==> src/rtl/counter.sv <==
// Modulo-N up/down counter with terminal-count flag and registered wrap pulse.
// Define COUNTER_GRAY_EN to add a registered Gray-coded copy of the count on gray_o.
module counter #(
    parameter int unsigned BW      = 8,
    parameter int unsigned MOD_VAL = 0,
    parameter int unsigned STEP    = 1,
    parameter int unsigned DOWN    = 0
) (
    input  logic          clk_i,
    input  logic          rst_i,
    output logic [BW-1:0] counter_val_o,
    output logic          tc_o,
    output logic          wrap_o
`ifdef COUNTER_GRAY_EN
    ,
    output logic [BW-1:0] gray_o
`endif
);

    // Modulus in 64 bits so that 2^BW is representable for BW = 32.
    localparam longint unsigned MOD_L = (MOD_VAL == 0) ? (64'd1 << BW) : 64'(MOD_VAL);

    if (BW < 1 || BW > 32) begin : g_bad_bw
        $error("counter: BW=%0d out of range 1..32", BW);
    end
    if (MOD_VAL == 1 || (MOD_VAL != 0 && 64'(MOD_VAL) > (64'd1 << BW))) begin : g_bad_mod
        $error("counter: MOD_VAL=%0d illegal for BW=%0d", MOD_VAL, BW);
    end
    if (STEP < 1 || 64'(STEP) >= MOD_L) begin : g_bad_step
        $error("counter: STEP=%0d illegal for modulus %0d", STEP, MOD_L);
    end
    if (DOWN > 1) begin : g_bad_down
        $error("counter: DOWN=%0d must be 0 or 1", DOWN);
    end

    // Arithmetic is done one bit wider than the count so nothing truncates before the compare.
    localparam logic [BW:0] MOD_W  = (BW+1)'(MOD_L);
    localparam logic [BW:0] STEP_W = (BW+1)'(STEP);

    logic [BW-1:0] count_q, count_d;
    logic          wrap_q;
    logic [BW:0]   cnt_ext;
    logic [BW:0]   next_ext;
    logic          tc;

    always_comb begin
        cnt_ext  = {1'b0, count_q};
        next_ext = '0;
        tc       = 1'b0;
        if (DOWN == 0) begin
            next_ext = cnt_ext + STEP_W;
            tc       = (next_ext >= MOD_W);
            if (tc) begin
                next_ext = next_ext - MOD_W;
            end
        end else begin
            tc = (cnt_ext < STEP_W);
            if (tc) begin
                next_ext = cnt_ext + MOD_W - STEP_W;
            end else begin
                next_ext = cnt_ext - STEP_W;
            end
        end
        count_d = BW'(next_ext);
    end

    always_ff @(posedge clk_i or negedge rst_i) begin
        if (!rst_i) begin
            count_q <= '0;
            wrap_q  <= 1'b0;
        end else begin
            count_q <= count_d;
            wrap_q  <= tc;
        end
    end

    assign counter_val_o = count_q;
    assign tc_o          = tc;
    assign wrap_o        = wrap_q;

`ifdef COUNTER_GRAY_EN
    logic [BW-1:0] gray_q, gray_d;

    // Encoded from the next count so gray_o lines up with counter_val_o in the same cycle.
    assign gray_d = count_d ^ (count_d >> 1);

    always_ff @(posedge clk_i or negedge rst_i) begin
        if (!rst_i) begin
            gray_q <= '0;
        end else begin
            gray_q <= gray_d;
        end
    end

    assign gray_o = gray_q;
`endif

endmodule

==> config.mk <==
export PLATFORM = sky130hd
export DESIGN_NAME = counter
export DESIGN_NICKNAME = d
export VERILOG_FILES = /design/src/rtl/counter.sv
export SDC_FILE = /design/constraint.sdc
export NUM_CORES = 1
export LEC_CHECK = 0
export ABC_AREA = 1
export CAP_MARGIN = 15
export CORE_AREA = 2 2 39 41
export DETAILED_ROUTE_END_ITERATION = 8
export DIE_AREA = 0 0 41 43
export PLACE_DENSITY = 0.57
export REMOVE_ABC_BUFFERS = 1
export SKIP_LAST_GASP = 1
export SLEW_MARGIN = 20
export SYNTH_ARGS = -nofsm -noshare
export SYNTH_HDL_FRONTEND = slang
export SYNTH_SLANG_ARGS = --single-unit
==> constraint.sdc <==
create_clock -name clk_i -period 1.01 [get_ports clk_i]
set_input_delay 0.1515 -clock clk_i [delete_from_list [all_inputs] [get_ports clk_i]]
set_output_delay 0.1515 -clock clk_i [all_outputs]
set_load 0.02 [all_outputs]
==> results.json, run 1 <==
{
  "power.total_mw": 0.648,
  "critPathRequiredTime_ps": 860,
  "grt_pass1_vias": 327,
  "row_count": 14,
  "htree_num_levels": 1,
  "cts_buffer_depth": 2,
  "max-cap-violations": 0,
  "gp_congestion": 0.686,
  "design_area_um2": 815,
  "multi_input_area_um2": 179,
  "hpwlAfterDp_um": 561,
  "crit_arrival_ps": 1360,
  "grt_pass1_wl_mm": 1.42,
  "die_area_um2": 1760,
  "hold_path_class": "in2async",
  "synth_common_cells": "nand2_1 (12), dfrtp_1 (9), inv_1 (4), nor2_1 (4)",
  "io_buffers": 11,
  "netlist_instances": 39,
  "drt_pre_antenna_iters": 3,
  "cts_sinks": 9,
  "end_kind": "output port",
  "crit_type": "reg2out",
  "tightest_slew_ps": 164,
  "area_growth_pct": 117,
  "cts_tree": "done",
  "drc_errors": 0,
  "worstPathMaxFanout": 2,
  "status": "finished, violations left",
  "period_share": 1.49,
  "violations": "negative setup slack",
  "cts_buffers": 3,
  "r2r_start": "counter_val_o[0]",
  "clock_skew_ps": 7.15,
  "ios": 12,
  "seq_area_um2": 225,
  "hold_violations": 0,
  "grt_max_degree": 10,
  "yosys_register_bits": 9,
  "synthArstFlopShare": 1.00,
  "core_area_um2": 1380,
  "period_minus_slack_ps": 1510,
  "overflow": 0,
  "ys_seq_area_frac": 0.600,
  "yosys-top-cells-area": "dfrtp_1 (60%), nand2_1 (12%), xnor2_1 (4.7%)",
  "insertion_delay_ps": 260,
  "r2r_cells": 9,
  "synthDominantCellAreaShare": 0.600,
  "postPlaceCellArea_um2": 596,
  "max_freq_mhz": 663,
  "yosysWarnings": 0,
  "hold_ws_ps": 186,
  "clkTransAtPathRegs_ps": 60,
  "place_inst": 78,
  "cts-root-buf": "clkbuf_4",
  "routedWlPerCell_um": 11.6,
  "r2r-end": "counter_val_o[5]",
  "first_iter_violations": 2,
  "r2r_slack_ps": -370,
  "slew_violations": 0,
  "setup_viol": 16,
  "initial_core_util": 0.271,
  "gr-usage-all-layers": 0.124,
  "synthFlopType": "dfrtp_1",
  "synthDistinctLibCells": 12,
  "stdcell_count": 95,
  "fill_cells": 135,
  "fin_nets": 83,
  "final_core_util": 0.589,
  "num_antenna_cells": 0,
  "synth_edf_count": 0,
  "die_h_um": 43,
  "ir_worst_vdd_mv": 0.683,
  "antenna_found_initial": 0,
  "synth.most_common_cell": "nand2_1",
  "p_leak_nw": 0.407,
  "cp-start-kind": "flip-flop",
  "slew_headroom": 0.890,
  "yosysTopAreaCell": "dfrtp_1",
  "rsz0062_at_grt": "yes",
  "dieWidth_um": 41,
  "layout-drive-gt1-share": 0.582,
  "antenna_left": 0,
  "syn_area_um2": 375,
  "vias_per_cell": 4.32,
  "power_density_nw_per_um2": 796,
  "postSynthAreaPerCell_um2": 9.62,
  "timing.final.ws_setup_ps": -498,
  "via_count": 410,
  "wl_mm": 1.10
}
per-stage QoR:
stage | setup WS, ps | TNS (ps)
finish | -498 | -2730
global route | -549 | -3330
CTS | -500 | -2540
detailed placement | -677 | -2300
global placement | -666 | -2230
floorplan | -428 | -1050
registers in the layout (all words and copies together) (netlist names):
| name | count |
|---|---|
| wrap_o | 1 |
| counter_val_o | 8 |
repair_timing:
item	4_1_cts	5_1_grt
hold buffers	0	0
pin swaps	0	5
resized for setup	68	15
setup buffers	8	8
setup endpoints to repair	13	16
how the worst max path moves through the flow:
| stage | startpoint | to |
|---|---|---|
| floorplan | counter_val_o[1] | tc_o |
| global placement | counter_val_o[0] | tc_o |
| detailed placement | counter_val_o[0] | tc_o |
| CTS | counter_val_o[0] | tc_o |
| global route | counter_val_o[0] | tc_o |
| finish | counter_val_o[1] | tc_o |
power by group:
| group | internal (mW) | switching (mW) |
|---|---|---|
| sequential | 0.360 | 0 |
| combinational | 0.00594 | 0.00763 |
| clock | 0.152 | 0.122 |
| total | 0.518 | 0.130 |
metal layers:
metal	up-vias	part of all wire	track usage
met4	0	0	0.0200
met3	0	0.061	0.0785
li1	202	-	-
met1	196	0.37	0.169
met5	-	0	0
met2	12	0.57	0.166
worst max-delay path, cell delays in order (launching register included):
cell,delay [ps]
dfrtp_1,390
ha_4,170
nand3_4,90
nor2_4,130
nand2_2,70
nor2_4,120
buf_6,120
layout by cell type (no fill, tap or decap), drive strengths merged:
cell / count
buf: 35
nand2: 12
dfrtp: 9
nor2: 5
inv: 4
clkbuf: 4
nand3: 3
xnor2: 2
o21ai: 2
xor2: 1
ha: 1
clkdlybuf4s50: 1
area by class of cell:
class,count,share of cell area
tap,16,0.0246
clock buffer,4,0.0323
sequential,9,0.276
inverter,4,0.0184
multi-input combinational,26,0.220
timing repair buffer,36,0.429
cells by family after synthesis:
group	count (synthesis)	synth area share
AO/OA/AOI/OAI	2	0.0266
XOR/XNOR	3	0.0700
adder cells (fa/ha/maj)	1	0.0333
buffers and inverters	4	0.0400
flip-flops	9	0.600
AND/OR/NAND/NOR	20	0.230
Note: power is estimated with default switching activity, not from simulation.
==> run 2, diff against run 1 <==
RECOVER_POWER = 50   (was unset)
==> run 2 against run 1 <==
Net effect: the run still ends with negative setup slack left; cell area down 0.46%; global-route usage unchanged; cell count unchanged; power down 0.42%; critical path depth unchanged; combinational power down 21%; worst setup slack unchanged; die area unchanged; maximum frequency unchanged; largest power group unchanged; highest routed layer unchanged.
==> results.json, run 2 (same netlist as run 1, synthesis figures left out) <==
{
  "status": "finished, violations left",
  "violations": "negative setup slack",
  "initial_core_util": 0.271,
  "layout-drive-gt1-share": 0.570,
  "insertion_delay_ps": 260,
  "slew_violations": 0,
  "num_antenna_cells": 0,
  "use_met3": 0.0785,
  "crit_type": "reg2out",
  "max-cap-violations": 0,
  "hold_violations": 0,
  "grt_pass1_vias": 327,
  "overflow": 0,
  "setup_viol": 16,
  "postPlaceCellArea_um2": 596,
  "core_area_um2": 1380,
  "gr-usage-all-layers": 0.124,
  "die_h_um": 43,
  "power_density_nw_per_um2": 796,
  "drt_pre_antenna_iters": 3,
  "fin_setup_tns_ps": -2730,
  "cts_sinks": 9,
  "cpMaxStageDelayCell": "dfrtp_1",
  "cp_slowest_stage_delay_ps": 390,
  "critical-path-top-delay-family": "simple AND/OR/NAND/NOR gates",
  "grt-busiest-layer": "met1",
  "rsz0062_at_grt": "yes",
  "cts_hold_buf": 0,
  "crit_arrival_ps": 1360,
  "path_cells": "ha_4, nand3_4, nor2_4, nand2_2, nor2_4, buf_6",
  "die_area_um2": 1760,
  "cp.depth": 6,
  "vias_per_cell": 4.32,
  "ir_worst_vdd_mv": 0.683,
  "largest_reg_flops": 8,
  "r2r_cells": 9,
  "period_minus_slack_ps": 1510,
  "power.total_mw": 0.646,
  "stdcell_count": 95,
  "cts_buffer_depth": 2,
  "grt_pass1_wl_mm": 1.42,
  "place_inst": 78,
  "grt_max_degree": 10,
  "cts_buffers": 3,
  "io_buffers": 11,
  "antenna_found_initial": 0,
  "period_share": 1.49,
  "design_area_um2": 811,
  "p_leak_nw": 0.403,
  "layout_commonest_cell": "buf_6",
  "hpwlAfterDp_um": 561,
  "tightest_slew_ps": 500,
  "max_freq_mhz": 663,
  "crit_buf_inv": 1,
  "dieWidth_um": 41,
  "via_count": 410,
  "fin_nets": 83,
  "mostFrequentLayoutCells": "buf_6 (21), buf_4 (12), nand2_1 (10)",
  "row_count": 14,
  "clock_skew_ps": 7.15,
  "routedWlPerCell_um": 11.6,
  "ios": 12,
  "first_iter_violations": 2,
  "met1_usage": 0.169,
  "clkTransAtPathRegs_ps": 60,
  "crit_path_frequent_cell": "nor2_4",
  "area_growth_pct": 116,
  "cts-root-buf": "clkbuf_4",
  "timing.final.ws_setup_ps": -498,
  "gp_congestion": 0.686,
  "worstPathMaxFanout": 2,
  "drc_errors": 0,
  "slew_headroom": 0.667,
  "htree_num_levels": 1,
  "final_core_util": 0.586,
  "hold_path_class": "in2async",
  "cts_tree": "done",
  "antenna_left": 0,
  "use_met2": 0.166,
  "critPathRequiredTime_ps": 860,
  "cp-start-kind": "flip-flop",
  "end_kind": "output port",
  "wl_mm": 1.10
}
==> run 2: changes by cell type in the layout (fill, tap and decap cells not counted), sizes merged <==
cell	change
buf	-1
clkbuf	+1
clkdlybuf4s50	-1
dlygate4sd3	+1
==> run 2: area by class of cell <==
class / count / area [µm²]
fillers: 137 / 573
repair buffers: 36 / 345
flip-flops and latches: 9 / 225
multi-input cells: 26 / 179
clock buffers: 4 / 26.3
well taps: 16 / 20.0
inverters: 4 / 15.0
==> run 2: power by group <==
part	internal [mW]	switching, mW	total (mW)
combinational	0.00336	0.00747	0.0108
sequential	0.360	0	0.360
clock	0.152	0.122	0.274
total	0.516	0.130	0.646
==> run 2: timing repair <==
| action | in CTS | in global routing |
|---|---|---|
| buffers inserted | 8 | 8 |
| pin swaps | 0 | 5 |
| resized for setup | 68 | 15 |
| setup endpoints to repair | 13 | 16 |
==> run 2: per-layer routing <==
layer	up-vias	part of all wire	wire length [µm]
met5	-	0	0
met4	0	0	0
met3	0	0.061	67
met2	12	0.57	625
met1	196	0.37	405
li1	202	-	-
==> run 2: worst paths after layout <==
kind | start | endpoint | slack, ps
max | counter_val_o[1] | tc_o | -500
min | rst_i | counter_val_o[6] | 370
max reg2reg | counter_val_o[0] | counter_val_o[5] | -370
min reg2reg | counter_val_o[0] | counter_val_o[1] | 550
max in group asynchronous | rst_i | counter_val_o[0] | 300
min in group clk_i | counter_val_o[0] | counter_val_o[1] | 550
==> run 2: stage by stage <==
stage                     hold slack (ps)  setup WS [ps]
after floorplan                      -144           -428
after CTS                             183           -500
final                                 372           -498
after global placement                453           -666
after global routing                  425           -549
after detailed placement              454           -677
